===== config.mk =====
export PLATFORM = sky130hd
export DESIGN_NAME = pixel_write_buffer_flat
export DESIGN_NICKNAME = d
export VERILOG_FILES = /design/src/rtl/pixel_write_buffer_if.sv /design/src/rtl/pixel_write_buffer.sv /design/src/flat_wrapper.sv
export SDC_FILE = /design/constraint.sdc
export NUM_CORES = 1
export LEC_CHECK = 0
export CORE_ASPECT_RATIO = 1.75
export CORE_MARGIN = 2
export CORE_UTILIZATION = 30
export DETAILED_ROUTE_END_ITERATION = 10
export SLEW_MARGIN = 20
export SYNTH_ARGS = -nofsm -noshare
export SYNTH_HDL_FRONTEND = slang
export SYNTH_SLANG_ARGS = --single-unit

===== constraint.sdc =====
create_clock -name CLK -period 6.8 [get_ports CLK]
set_input_delay 2.04 -clock CLK [delete_from_list [all_inputs] [get_ports CLK]]
set_output_delay 2.04 -clock CLK [all_outputs]
set_load 0.01 [all_outputs]

===== src/rtl/pixel_write_buffer_if.sv =====
// pixel_write_buffer_if: pixel input handshake plus SDRAM bridge write port
interface pixel_write_buffer_if #(
    parameter int ADDR_W = 23,
    parameter int DATA_W = 8
);
    logic              in_valid;
    logic              in_ready;
    logic [9:0]        x_in;
    logic [9:0]        y_in;
    logic [DATA_W-1:0] intensity_in;
    logic [ADDR_W-1:0] bridge_address;
    logic              bridge_write;
    logic [DATA_W-1:0] bridge_write_data;
    logic              bridge_ack;
    modport master (
        output in_valid, x_in, y_in, intensity_in, bridge_ack,
        input  in_ready, bridge_address, bridge_write, bridge_write_data
    );
    modport slave (
        input  in_valid, x_in, y_in, intensity_in, bridge_ack,
        output in_ready, bridge_address, bridge_write, bridge_write_data
    );
endinterface


===== src/rtl/pixel_write_buffer.sv =====
// pixel_write_buffer: maps pixels to SDRAM word addresses, queues them in a FIFO and issues acked bridge writes
module pixel_write_buffer #(
    parameter int H_RES     = 640,
    parameter int V_RES     = 480,
    parameter int BASE_ADDR = 0,
    parameter int ADDR_W    = 23,
    parameter int DATA_W    = 8,
    parameter int DEPTH     = 16
) (
    input  logic                   CLK,
    input  logic                   RESET,
    pixel_write_buffer_if.slave    bus,
    input  logic                   frame_clear,
    output logic                   idle,
    output logic [$clog2(DEPTH):0] fill_level,
    output logic [18:0]            pixel_count,
    output logic                   drop_err
);
    localparam int PW = $clog2(DEPTH);
    localparam int CW = PW + 1;
    typedef enum logic {IDLE, WRITE} state_t;
    state_t            state_q, state_d;
    logic [PW-1:0]     wr_ptr_q, wr_ptr_d, rd_ptr_q, rd_ptr_d;
    logic [CW-1:0]     count_q, count_d;
    logic [ADDR_W-1:0] addr_q, addr_d;
    logic [DATA_W-1:0] data_q, data_d;
    logic [18:0]       pix_q, pix_d;
    logic              drop_q, drop_d;
    logic [ADDR_W-1:0] addr_mem [DEPTH];
    logic [DATA_W-1:0] data_mem [DEPTH];
    logic [ADDR_W-1:0] push_addr;
    logic              ready, in_range, accept, push, pop, acked;

    always_comb begin
        push_addr = ADDR_W'(BASE_ADDR) + ADDR_W'(bus.y_in) * ADDR_W'(H_RES) + ADDR_W'(bus.x_in);
        in_range  = (32'(bus.x_in) < 32'(H_RES)) && (32'(bus.y_in) < 32'(V_RES));
        ready     = count_q < CW'(DEPTH);
        accept    = bus.in_valid && ready;
        push      = accept && in_range;
        acked     = (state_q == WRITE) && bus.bridge_ack;
        // the head leaves the FIFO whenever the bridge port is free or frees up this edge
        pop       = (count_q != '0) && ((state_q == IDLE) || acked);
        wr_ptr_d  = wr_ptr_q + PW'(push);
        rd_ptr_d  = rd_ptr_q + PW'(pop);
        count_d   = count_q + CW'(push) - CW'(pop);
        addr_d    = pop ? addr_mem[rd_ptr_q] : addr_q;
        data_d    = pop ? data_mem[rd_ptr_q] : data_q;
        state_d   = pop ? WRITE : (acked ? IDLE : state_q);
        pix_d     = frame_clear ? '0 : ((acked && pix_q != '1) ? pix_q + 19'd1 : pix_q);
        drop_d    = frame_clear ? 1'b0 : (drop_q || (accept && !in_range));
    end

    always_ff @(posedge CLK) begin
        if (RESET) begin
            state_q  <= IDLE;
            wr_ptr_q <= '0;
            rd_ptr_q <= '0;
            count_q  <= '0;
            addr_q   <= '0;
            data_q   <= '0;
            pix_q    <= '0;
            drop_q   <= 1'b0;
        end else begin
            state_q  <= state_d;
            wr_ptr_q <= wr_ptr_d;
            rd_ptr_q <= rd_ptr_d;
            count_q  <= count_d;
            addr_q   <= addr_d;
            data_q   <= data_d;
            pix_q    <= pix_d;
            drop_q   <= drop_d;
        end
    end

    always_ff @(posedge CLK) begin
        if (push) begin
            addr_mem[wr_ptr_q] <= push_addr;
            data_mem[wr_ptr_q] <= bus.intensity_in;
        end
    end

    assign bus.in_ready          = ready;
    assign bus.bridge_address    = addr_q;
    assign bus.bridge_write_data = data_q;
    assign bus.bridge_write      = state_q == WRITE;
    assign idle                  = (count_q == '0) && (state_q == IDLE);
    assign fill_level            = count_q;
    assign pixel_count           = pix_q;
    assign drop_err              = drop_q;
endmodule


===== src/flat_wrapper.sv =====
// flat-port wrapper written by rule: the top's interface ports become plain ports
module pixel_write_buffer_flat 
#(
    parameter int H_RES     = 640,
    parameter int V_RES     = 480,
    parameter int BASE_ADDR = 0,
    parameter int ADDR_W    = 23,
    parameter int DATA_W    = 8,
    parameter int DEPTH     = 16
)
  (CLK, RESET, frame_clear, idle, fill_level, pixel_count, drop_err, bus_in_valid, bus_x_in, bus_y_in, bus_intensity_in, bus_bridge_ack, bus_in_ready, bus_bridge_address, bus_bridge_write, bus_bridge_write_data);
  pixel_write_buffer_if #(.ADDR_W(ADDR_W), .DATA_W(DATA_W)) bus_i ();
  input  logic CLK;
  input  logic RESET;
  input  logic frame_clear;
  output logic idle;
  output logic [$clog2(DEPTH):0] fill_level;
  output logic [18:0] pixel_count;
  output logic drop_err;
  input wire logic [$bits(bus_i.in_valid)-1:0] bus_in_valid;
  input wire logic [$bits(bus_i.x_in)-1:0] bus_x_in;
  input wire logic [$bits(bus_i.y_in)-1:0] bus_y_in;
  input wire logic [$bits(bus_i.intensity_in)-1:0] bus_intensity_in;
  input wire logic [$bits(bus_i.bridge_ack)-1:0] bus_bridge_ack;
  output wire logic [$bits(bus_i.in_ready)-1:0] bus_in_ready;
  output wire logic [$bits(bus_i.bridge_address)-1:0] bus_bridge_address;
  output wire logic [$bits(bus_i.bridge_write)-1:0] bus_bridge_write;
  output wire logic [$bits(bus_i.bridge_write_data)-1:0] bus_bridge_write_data;
  assign bus_i.in_valid = bus_in_valid;
  assign bus_i.x_in = bus_x_in;
  assign bus_i.y_in = bus_y_in;
  assign bus_i.intensity_in = bus_intensity_in;
  assign bus_i.bridge_ack = bus_bridge_ack;
  assign bus_in_ready = bus_i.in_ready;
  assign bus_bridge_address = bus_i.bridge_address;
  assign bus_bridge_write = bus_i.bridge_write;
  assign bus_bridge_write_data = bus_i.bridge_write_data;
  pixel_write_buffer #(.H_RES(H_RES), .V_RES(V_RES), .BASE_ADDR(BASE_ADDR), .ADDR_W(ADDR_W), .DATA_W(DATA_W), .DEPTH(DEPTH)) u_core (.CLK(CLK), .RESET(RESET), .bus(bus_i), .frame_clear(frame_clear), .idle(idle), .fill_level(fill_level), .pixel_count(pixel_count), .drop_err(drop_err));
endmodule

==> reports/results.ini <==
[worst_hold_path]
hp-start = u_core.drop_err
hold_class = flop to flop

[floorplan]
die_area_um2 = 72700
core_um2 = 69700
ioPinCount = 92
die_h_um = 355
die-width_um = 205
start_util = 0.303
row_count = 128

[power]
cellLeakagePower_nw = 7.79
total_power_mw = 8.49
pwr_density_cell_nw_per_um2 = 342
vdd_ir_drop_max_v = 0.000227

[run_status]
status = finished, final reports clean

[routing]
antenna_left = 0
drc = 0
drt_iter0_drc = 695
drt_first_pass_iters = 6
finalWirelength_um = 48500
vias_per_cell = 4.83
route.detailed.wl_per_inst_um = 22.4
vias = 10500

[clocking]
clkLatencyLatePin_ns = 0.57
cts_setup_buffers = 0
cts_buffers = 46
cts_root_buffer = clkbuf_16
htreeDepth = 2
clk_pin_slew_ns = 0.06
cts_tree = yes
ctsResizeCount = 0
clkSinkCount = 527
holdBufCountCts = 0
clockBufferDepth = 3

[timing]
worst_slew_margin_rel = 0.266
drv_slew = 0
hold_violations = 0
finalCriticalPeriod_ns = 5.25
rsz0062_at_grt = false
tns_ns = 0
fin_crit_sh = 0.773
fmax_ghz = 0.190
tightestPinTransition_ns = 1.10
clock_skew_ns = 0.0249
setup_violations = 0
holdWs_ns = 0.508

[setup_path]
path_max_fanout = 16
cp-start-kind = primary input
required_ns = 7.02
path_class = primary input to flop
r2r_slack_ns = 4.04
crit_arrival_ns = 5.47
end_kind = flop
critPathLaunch = bus_y_in[1]
timing.rr.start = u_core.fill_level[4]

[logic_synthesis]
async_flop_share = 0
netlist_area_um2 = 21100
postSynthCellCount = 1093
ys_seq_area_frac = 0.719
synth-seq-cells = 527
ys_warn_count = 0
synthFlopType = edfxtp_1
avgSynthCellArea_um2 = 19.3
synth.distinct_cells = 46
synth-edff-count = 464

[placed_design]
hpwl_um = 28200
gp_congestion = 0.737
numPortBuffers = 89
dp_cells = 2082

[finish]
finalNonFillerCells = 2167
layout-drive-gt1-share = 0.239
syn2layout_area_growth_pct = 17.5
num_antenna_cells = 0
fill_cells = 6424
final_common_cell = edfxtp_1
nets = 1286
final_cell_mix = edfxtp_1, mux4_2, clkdlybuf4s50_1
seq_area_um2 = 15200
multi_input_comb_area_um2 = 5770

[global_routing]
grt_max_degree = 110
antenna_found_initial = 0
first_global_vias = 11300
grt_pass1_wl_um = 72500
overflow = 0
grt_usage = 0.135

[job]
maxCapViolCount = 0

## worst max-delay path, stage by stage
cell and delay [ns]:
clkdlybuf4s50_1 0.46, ha_1 0.32, ha_1 0.23, fa_1 0.41, a211oi_1 0.35, nor2_1 0.11, xor2_1 0.32, and3_1 0.28
nand3_1 0.10, xor2_1 0.85
## area by class of cell
class,count,area share
clock inverters,21,0.00741
multi-input cells,509,0.232
inverters,14,0.00212
repair buffers,122,0.0487
clock buffers,64,0.0515
well taps,910,0.0458
flip-flops and latches,527,0.612
## synthesized netlist by cell type, drive strengths merged (2+ instances only)
cell | instances | share of area
edfxtp | 464 | 0.66
mux4 | 116 | 0.12
nor2 | 81 | 0.014
dfxtp | 63 | 0.060
nor3 | 37 | 0.0088
clkbuf | 32 | 0.0057
mux2i | 31 | 0.015
ha | 30 | 0.018
a221oi | 29 | 0.021
mux2 | 29 | 0.015
buf | 28 | 0.010
xor2 | 25 | 0.010
xnor2 | 17 | 0.0070
inv | 14 | 0.0025
nand3 | 12 | 0.0028
nand2 | 11 | 0.0020
and3 | 10 | 0.0030
nand4 | 8 | 0.0024
a21oi | 7 | 0.0017
nor2b | 7 | 0.0021
o21ai | 7 | 0.0017
a21o | 4 | 0.0014
and4 | 4 | 0.0017
nand2b | 4 | 0.0012
fa | 3 | 0.0028
o31ai | 3 | 0.0011
a31oi | 2 | 0.00059
nand3b | 2 | 0.00071
or3 | 2 | 0.00059
## worst paths after layout
check,endpoint,depth (start not counted)
min,u_core.drop_err,2
min reg2reg,u_core.drop_err,2
max,u_core.addr_mem[1][17],10
max reg2reg,u_core.addr_mem[1][6],5
## power breakdown
group | switching (mW) | internal [mW]
clock | 1.14 | 1.43
combinational | 1.05 | 1.02
sequential | 0.134 | 3.72
total | 2.32 | 6.17
## layer usage
metal  vias up  wire [um]  global-route usage
met3        74       1830              0.0165
li1       4639          -                   -
met2       210      26800               0.254
met1      5544      18500               0.156
met5         -          0                   0
met4         0       1430              0.0475
## state kept, by name, indices dropped and copies added, names as in the netlist
| register | count |
|---|---|
| u_core.addr_mem | 336 |
| u_core.data_mem | 128 |
| u_core.rd_ptr_q | 4 |
| u_core.wr_ptr_q | 4 |
| u_core.bus.bridge_write_data | 8 |
| u_core.pixel_count | 19 |
| u_core.fill_level | 5 |
| u_core.bus.bridge_address | 21 |
| u_core.bus.bridge_write | 1 |
| u_core.drop_err | 1 |
## logic make-up (layout without fill, tap and decap cells)
kind of cell,count (synthesis),in the layout,synth area share
AOI/OAI and AO/OA,57,57,0.0290
xor gates and xnor gates,42,42,0.0174
adders and majority gates,33,33,0.0206
buffers and inverters,74,221,0.0184
DFF,527,527,0.719
muxes,176,176,0.154
other,1,18,0.000177
and+or+nand+nor,183,183,0.0416
## through the flow
stage	util	worst slack, ns	cell area, um2
after global placement	0.335	1.16	23300
final	0.356	1.55	24800
after global routing	0.356	1.33	24800
after detailed placement	0.335	1.05	23300
after floorplan	-	1.28	21200
after CTS	0.356	1.64	24800
Note: power is estimated with default switching activity, not from simulation.
